`src/rtl/fetch_mem_ctrl.sv`:
```
// rtl/fetch_mem_ctrl.sv - single-port memory master: PC, instruction prefetch queue, data access arbitration
// Data accesses always win the port; fetches are issued only when a queue slot is reserved.
module fetch_mem_ctrl #(
  parameter int AW       = 13,
  parameter int DW       = 18,
  parameter int FQ_DEPTH = 2,
  parameter int RESET_PC = 0
) (
  input  logic          clk,
  input  logic          rst,
  input  logic          redirect_vld,
  input  logic [AW-1:0] redirect_pc,
  output logic          instr_vld,
  output logic [DW-1:0] instr_data,
  output logic [AW-1:0] instr_pc,
  input  logic          instr_rdy,
  input  logic          dreq_vld,
  input  logic          dreq_we,
  input  logic [AW-1:0] dreq_addr,
  input  logic [DW-1:0] dreq_wdata,
  output logic          dreq_rdy,
  output logic          dresp_vld,
  output logic [DW-1:0] dresp_data,
  output logic [AW-1:0] mem_address,
  output logic          mem_re_en,
  output logic          mem_wr_en,
  output logic [DW-1:0] mem_datain,
  input  logic [DW-1:0] mem_dataout
);

  localparam int PW = (FQ_DEPTH > 1) ? $clog2(FQ_DEPTH) : 1;
  localparam int CW = PW + 1;

  typedef enum logic [1:0] {IF_NONE, IF_FETCH, IF_DREAD} inflight_t;

  inflight_t       r_inflight, w_inflight_nxt;
  logic [AW-1:0]   r_pc;
  logic [AW-1:0]   r_fetch_pc;
  logic [DW-1:0]   r_q_data [FQ_DEPTH];
  logic [AW-1:0]   r_q_pc   [FQ_DEPTH];
  logic [PW-1:0]   r_rd_ptr, r_wr_ptr;
  logic [CW-1:0]   r_count;

  logic            w_data_op;
  logic            w_fetch;
  logic            w_push;
  logic            w_pop;
  logic [CW-1:0]   w_reserved;

  // Slots already spoken for: queued entries plus a fetch whose word returns this cycle.
  assign w_reserved = r_count + {{(CW-1){1'b0}}, (r_inflight == IF_FETCH)};
  assign w_data_op  = dreq_vld & ~rst;
  assign w_fetch    = ~rst & ~dreq_vld & ~redirect_vld & (w_reserved < CW'(FQ_DEPTH));
  // A redirect drops the returning fetch word and any pop in the same cycle.
  assign w_push     = (r_inflight == IF_FETCH) & ~redirect_vld;
  assign w_pop      = (r_count != '0) & instr_rdy & ~redirect_vld;

  assign dreq_rdy    = w_data_op;
  assign mem_address = w_data_op ? dreq_addr : r_pc;
  assign mem_re_en   = (w_data_op & ~dreq_we) | w_fetch;
  assign mem_wr_en   = w_data_op & dreq_we;
  assign mem_datain  = dreq_wdata;

  assign dresp_vld   = (r_inflight == IF_DREAD);
  assign dresp_data  = mem_dataout;

  assign instr_vld   = (r_count != '0);
  assign instr_data  = r_q_data[r_rd_ptr];
  assign instr_pc    = r_q_pc[r_rd_ptr];

  always_comb begin
    w_inflight_nxt = IF_NONE;
    if (w_data_op && !dreq_we) begin
      w_inflight_nxt = IF_DREAD;
    end else if (w_fetch) begin
      w_inflight_nxt = IF_FETCH;
    end
  end

  always_ff @(posedge clk or posedge rst) begin
    if (rst) begin
      r_inflight <= IF_NONE;
    end else begin
      r_inflight <= w_inflight_nxt;
    end
  end

  always_ff @(posedge clk or posedge rst) begin
    if (rst) begin
      r_pc       <= AW'(RESET_PC);
      r_fetch_pc <= '0;
      r_rd_ptr   <= '0;
      r_wr_ptr   <= '0;
      r_count    <= '0;
      for (int i = 0; i < FQ_DEPTH; i++) begin
        r_q_data[i] <= '0;
        r_q_pc[i]   <= '0;
      end
    end else begin
      if (redirect_vld) begin
        r_pc <= redirect_pc;
      end else if (w_fetch) begin
        r_pc <= r_pc + {{(AW-1){1'b0}}, 1'b1};
      end
      if (w_fetch) begin
        r_fetch_pc <= r_pc;
      end
      if (w_push) begin
        r_q_data[r_wr_ptr] <= mem_dataout;
        r_q_pc[r_wr_ptr]   <= r_fetch_pc;
      end
      if (redirect_vld) begin
        r_rd_ptr <= '0;
        r_wr_ptr <= '0;
        r_count  <= '0;
      end else begin
        r_wr_ptr <= r_wr_ptr + {{(PW-1){1'b0}}, w_push};
        r_rd_ptr <= r_rd_ptr + {{(PW-1){1'b0}}, w_pop};
        r_count  <= r_count + {{(CW-1){1'b0}}, w_push} - {{(CW-1){1'b0}}, w_pop};
      end
    end
  end

endmodule

```
`config.mk`:
```
export PLATFORM = sky130hd
export DESIGN_NAME = fetch_mem_ctrl
export DESIGN_NICKNAME = d
export VERILOG_FILES = /design/src/rtl/fetch_mem_ctrl.sv
export SDC_FILE = /design/constraint.sdc
export NUM_CORES = 1
export LEC_CHECK = 0
export ABC_AREA = 0
export CORE_ASPECT_RATIO = 0.7
export CORE_UTILIZATION = 45
export DETAILED_ROUTE_END_ITERATION = 8
export GPL_TIMING_DRIVEN = 0
export HOLD_SLACK_MARGIN = 0.06
export PLACE_DENSITY = 0.81
export SYNTH_ARGS = -nofsm -noshare
export SYNTH_HDL_FRONTEND = slang
export SYNTH_SLANG_ARGS = --single-unit
export TNS_END_PERCENT = 30
```
`constraint.sdc`:
```
create_clock -name clk -period 8.3 [get_ports clk]
set_clock_uncertainty 0.05 [all_clocks]
set_input_delay 2.49 -clock clk [delete_from_list [all_inputs] [get_ports clk]]
set_output_delay 2.49 -clock clk [all_outputs]
set_load 0.01 [all_outputs]
```
### After elaboration in Yosys (flattened, before gate mapping)

Index checks and enable logic that the tools add are counted.

| cells by class | value |
|---|---|
| $add $sub $neg | 6 |
| multipliers | 0 |
| div/mod/pow operators | 0 |
| $lt $le $gt $ge | 4 |
| equality and inequality tests | 2 |
| shift operators | 0 |
| multiplexer cells | 20 |
| bitwise operators | 16 |
| reduce and logical (&&, ||, !) cells | 5 |

Operators by type and width:

| cell | count |
|---|---|
| $mux W13 | 7 |
| $mux W18 | 4 |
| $bwmux W36 | 1 |
| $bwmux W26 | 1 |
| $demux W18 S1 | 1 |
| $add A13 B1 Y13 const B | 1 |
| $demux W13 S1 | 1 |
| $and A1 B1 Y1 | 9 |
| $add A2 B1 Y2 | 2 |
| $ge A2 B2 Y1 const B | 2 |
| $mux W2 | 2 |
| $not A1 Y1 | 4 |
| $not A1 Y2 | 2 |
| $reduce_bool A2 Y1 | 2 |
| $mux W1 | 3 |
| $add A1 B1 Y1 | 2 |
| $eq A2 B1 Y1 const B | 1 |
| $eq A2 B2 Y1 const B | 1 |
| $logic_and A1 B1 Y1 | 2 |
| $lt A2 B1 Y1 const B | 1 |
| $lt A2 B2 Y1 const B | 1 |
| $sub A2 B1 Y2 | 1 |
| $logic_not A1 Y1 | 1 |
| $or A1 B1 Y1 | 1 |

| storage, ports and cells | value |
|---|---|
| register bits after elaboration | 94 |
| bits in latches | 0 |
| memory bits (writable) | 0 |
| memory bits (read-only) | 0 |
| input bits | 68 |
| output and inout port bits | 85 |
| logic and storage cells | 63 |
| memories kept | 0 |

### Logic depth before layout (Yosys ltp)

| logic depth | value |
|---|---|
| depth after elaboration | 6 |
| depth in mapped cells | 7 |
| mapped depth without buffers | 7 |

### Worst setup path after synthesis

No wires, ideal clock.

| timing | value |
|---|---|
| path kind | input to output |
| start point | input port rst |
| end point | output port mem_address[0] |
| data arrival time | 5.481 ns |
| required time | 5.760 ns |
| setup slack | 0.279 ns |
| cell stages on the path | 6 |
| buffers on the path | 1 |
| cells stage by stage | inv_1 > nand2_1 > clkinv_1 > clkbuf_1 > nand2_1 > nand2_1 |

| between the ends | value |
|---|---|
| word-level cells in the longest chain between the ends | 3 |

RTL lines:

| element | RTL line | source |
|---|---|---|
| start: declaration | 10 | `input logic rst,` |
| $not A1 Y1 | 52 | `assign w_data_op = dreq_vld & ~rst;` |
| $and A1 B1 Y1 | 52 |  |
| named net dreq_rdy | 21 | `output logic dreq_rdy,` |
| $mux W13 | 59 | `assign mem_address = w_data_op ? dreq_addr : r_pc;` |
| end: declaration | 24 | `output logic [AW-1:0] mem_address,` |

The timed path passes the listed nets, and every way through them passes these cells.

### Final worst setup path

| timing | value |
|---|---|
| start point | input port rst |
| end point | output port mem_address[4] |

| between the ends | value |
|---|---|
| word-level cells in the longest chain between the ends | 3 |

RTL lines:

| element | RTL line |
|---|---|
| $not A1 Y1 | 52 |
| $and A1 B1 Y1 | 52 |
| $mux W13 | 59 |

Every way passes these cells.

==> flow_metrics.env <==
export IMPL_status="completed"
export IMPL_hpwl_mm=8.13
export IMPL_timing_final_crit_share_pct=89.6
export IMPL_fin_area_sq_um=6520
export IMPL_grt_antenna_before_repair=0
export IMPL_path_common_cell="nand2_1"
export IMPL_seq_area_frac_synth_pct=50.1
export IMPL_postCtsSetupBuffers=0
export IMPL_synth_area_top_cells="dfrtp_1, mux2_2, buf_4, nand2_1, a31oi_1"
export IMPL_max_slew_margin_pct=52.9
export IMPL_min_period_ns=7.44
export IMPL_cp_startpoint="rst"
export IMPL_vias=3508
export IMPL_clk_latency_ns=0.34
export IMPL_ff2ff_setup_slack_ns=6.22
export IMPL_rows=30
export IMPL_die_w_microns=124
export IMPL_synth_simple_area_share_pct=10.2
export IMPL_endpoint="mem_address[4]"
export IMPL_drtIter0Drc=154
export IMPL_p_per_area_nw_per_um2=227
export IMPL_track_usage_pct=21.3
export IMPL_fmax_mhz=134
export IMPL_synth_top_family_by_area="multiplexers"
export IMPL_hold_viol_final=0
export IMPL_synth_compound_area_share_pct=4.32
export IMPL_viasPerCell=5.23
export IMPL_drv_slew=0
export IMPL_first_pass_iters=4
export IMPL_worst_slew_pin_slew_ns=0.706
export IMPL_die_area_sq_um=10900
export IMPL_final_layout_size_suffix_gt1_share_pct=32.0
export IMPL_syn_num_nets=463
export IMPL_clockBufferDepth=2
export IMPL_yosys_area_top_type_share_pct=50.1
export IMPL_cts_tree="built"
export IMPL_crit_chain="clkdlybuf4s50_1 > inv_4 > nand2_1 > clkinv_1 > clkbuf_1 > nand2_1 > nand2_1 > clkdlybuf4s50_1"
export IMPL_finalWirelength_mm=11.0
export IMPL_syn_area_per_cell_sq_um=11.9
export IMPL_ir_drop_v=0.000138
export IMPL_final_cell_mix="clkdlybuf4s50_1, mux2_2, dfrtp_1"
export IMPL_timing_rr_start="r_inflight[1]$_DFF_PP0_"
export IMPL_p_leak_nw=2.80
export IMPL_antennaDiodeCount=0
export IMPL_port_buffers=133
export IMPL_final_core_util_pct=65.7
export IMPL_clock_sinks=94
export IMPL_gp_congestion=0.779
export IMPL_synth_xor_area_share_pct=1.33
export IMPL_setup_viol=0
export IMPL_cp_slowest_cell="clkdlybuf4s50_1"
export IMPL_ios=153
export IMPL_timing_max_cap_violations=0
export IMPL_grt_pass1_vias=3542
export IMPL_fill_cells=779
export IMPL_fin_cells=671
export IMPL_path_buf_inv=5
export IMPL_synth_seq_cells=94
export IMPL_synthFlopType="dfrtp_1"
export IMPL_hold_path_class="register to register"
export IMPL_cts_buffers=9
export IMPL_slowest_delay_ns=0.55
export IMPL_synth_cell_types=38
export IMPL_worstPathMaxFanout=43
export IMPL_postCtsResizedCells=0
export IMPL_synth_edff_count=0
export IMPL_start_util_pct=47.4
export IMPL_r2r_end="r_q_pc[9]$_DFFE_PP0P_"
export IMPL_grt_max_degree=54
export IMPL_synthAdderAreaFrac_pct=0.533
export IMPL_synth_area_leader_cell="dfrtp_1"
export IMPL_path_depth=8
export IMPL_htreeDepth=3
export IMPL_crit_path_end_kind="output pin"
export IMPL_whs_ns=0.437
export IMPL_wl_per_cell_microns=16.3
export IMPL_cts_reportedPaths_clkPinSlew_ns=0.06
export IMPL_cts_hold_buf=0
export IMPL_yosys_warnings=0
export IMPL_nets=608
export IMPL_critical_path_class="input pin to output pin"
export IMPL_placed_area_sq_um=6220
export IMPL_globalRouteOverflowTotal=0
export IMPL_critPathTopFamily="buffers and inverters"
export IMPL_ant_nets=0
export IMPL_grt_first_pass_wirelength_mm=17.4
export IMPL_die_height_microns=87.5
export IMPL_drc=0
export IMPL_layout_commonest_cell="clkdlybuf4s50_1"
export IMPL_async_flop_share_pct=100
export IMPL_critPathArrivalTime_ns=4.90
export IMPL_cp_start_kind="input pin"
export IMPL_critical_path_required_ns=5.76
export IMPL_rsz0062_at_grt="false"
export IMPL_syn_area_sq_um=4690
export IMPL_syn_inst=393
export IMPL_synth_mux_area_share_pct=25.4
export IMPL_reg2reg_depth=4
export IMPL_core_area_sq_um=9910
export IMPL_area_growth_syn_to_layout_pct=38.8
export IMPL_cts_root_buf="clkbuf_16"
export IMPL_dp_cells=655
==> how the worst min path moves through the flow <==
stage          cells after the start                 endpoint               startpoint
6_report                           1  r_q_data[9]$_DFFE_PP0P_  r_q_data[9]$_DFFE_PP0P_
5_1_grt                            1    r_q_pc[5]$_DFFE_PP0P_    r_q_pc[5]$_DFFE_PP0P_
4_1_cts                            1  r_q_data[9]$_DFFE_PP0P_  r_q_data[9]$_DFFE_PP0P_
3_5_place_dp                       1  r_q_data[9]$_DFFE_PP0P_  r_q_data[9]$_DFFE_PP0P_
3_3_place_gp                       1  r_q_data[9]$_DFFE_PP0P_  r_q_data[9]$_DFFE_PP0P_
2_1_floorplan                      1  r_q_data[9]$_DFFE_PP0P_  r_q_data[9]$_DFFE_PP0P_
==> power breakdown <==
group	internal, mW	leakage [nW]	switching [mW]
clock	0.235	0.135	0.176
combinational	0.283	1.50	0.164
sequential	0.559	1.16	0.0613
total	1.08	2.80	0.402
==> layout make-up <==
class                           instances  area [sq um]  share of cell area [%]
Tap cell                              128           160                    2.46
Multi-Input combinational cell        238          1960                    30.1
Clock inverter                          6          70.1                    1.08
Clock buffer                           10           229                    3.51
Inverter                                7          28.8                   0.442
Timing Repair Buffer                  134          1360                    20.9
Sequential cell                        94          2350                    36.1
Buffer                                 54           355                    5.45
==> logic make-up (layout without fill, tap and decap cells) <==
logic type / Yosys count / in the layout
multiplexers: 106 / 106
flip-flops: 94 / 94
AND/OR/NAND/NOR: 94 / 94
adder cells (fa/ha/maj): 2 / 2
XOR/XNOR: 5 / 5
AO/OA/AOI/OAI: 31 / 31
buffers and inverters: 61 / 211
==> metal layers <==
metal / up-vias / routed length (microns) / global-route usage (%) / part of all wire [%]
met3: 11 / 598 / 5.82 / 5.5
met4: 0 / 94 / 6.71 / 0.86
met2: 100 / 5340 / 34.2 / 49
met5: - / 0 / 0 / 0
met1: 1752 / 4920 / 28.0 / 45
li1: 1645 / - / - / -
==> cells in the mapped netlist, types with 2 or more instances <==
cell type  number
buf_4          36
mux2_2        105
clkbuf_1        6
nor2b_1         2
or2_2           4
dfrtp_1        94
buf_2           8
or4_1           8
o31ai_1         9
xnor2_1         2
nand2_1        36
nor2_1         18
nand3_1         5
xor2_1          2
a31oi_1        13
nand4_1         5
ha_1            2
nor3_1          5
inv_1           5
clkinv_1        2
o21ai_0         6
or3_1           2
buf_1           3
==> metrics by stage <==
stage	TNS, ns	setup WS [ns]	power, mW
6_report	0	0.861	1.48
5_1_grt	0	0.609	1.55
4_1_cts	0	0.835	1.49
3_5_place_dp	0	0.845	1.07
3_3_place_gp	-21.22	-1.48	1.05
2_1_floorplan	0	0.279	0.845
==> state kept, by name, summed over array words and instances, names as in the netlist <==
register    count
r_pc           13
r_count         2
r_inflight      2
r_rd_ptr        1
r_wr_ptr        1
r_q_pc         26
r_q_data       36
r_fetch_pc     13
(Power assumes the default switching activity.)
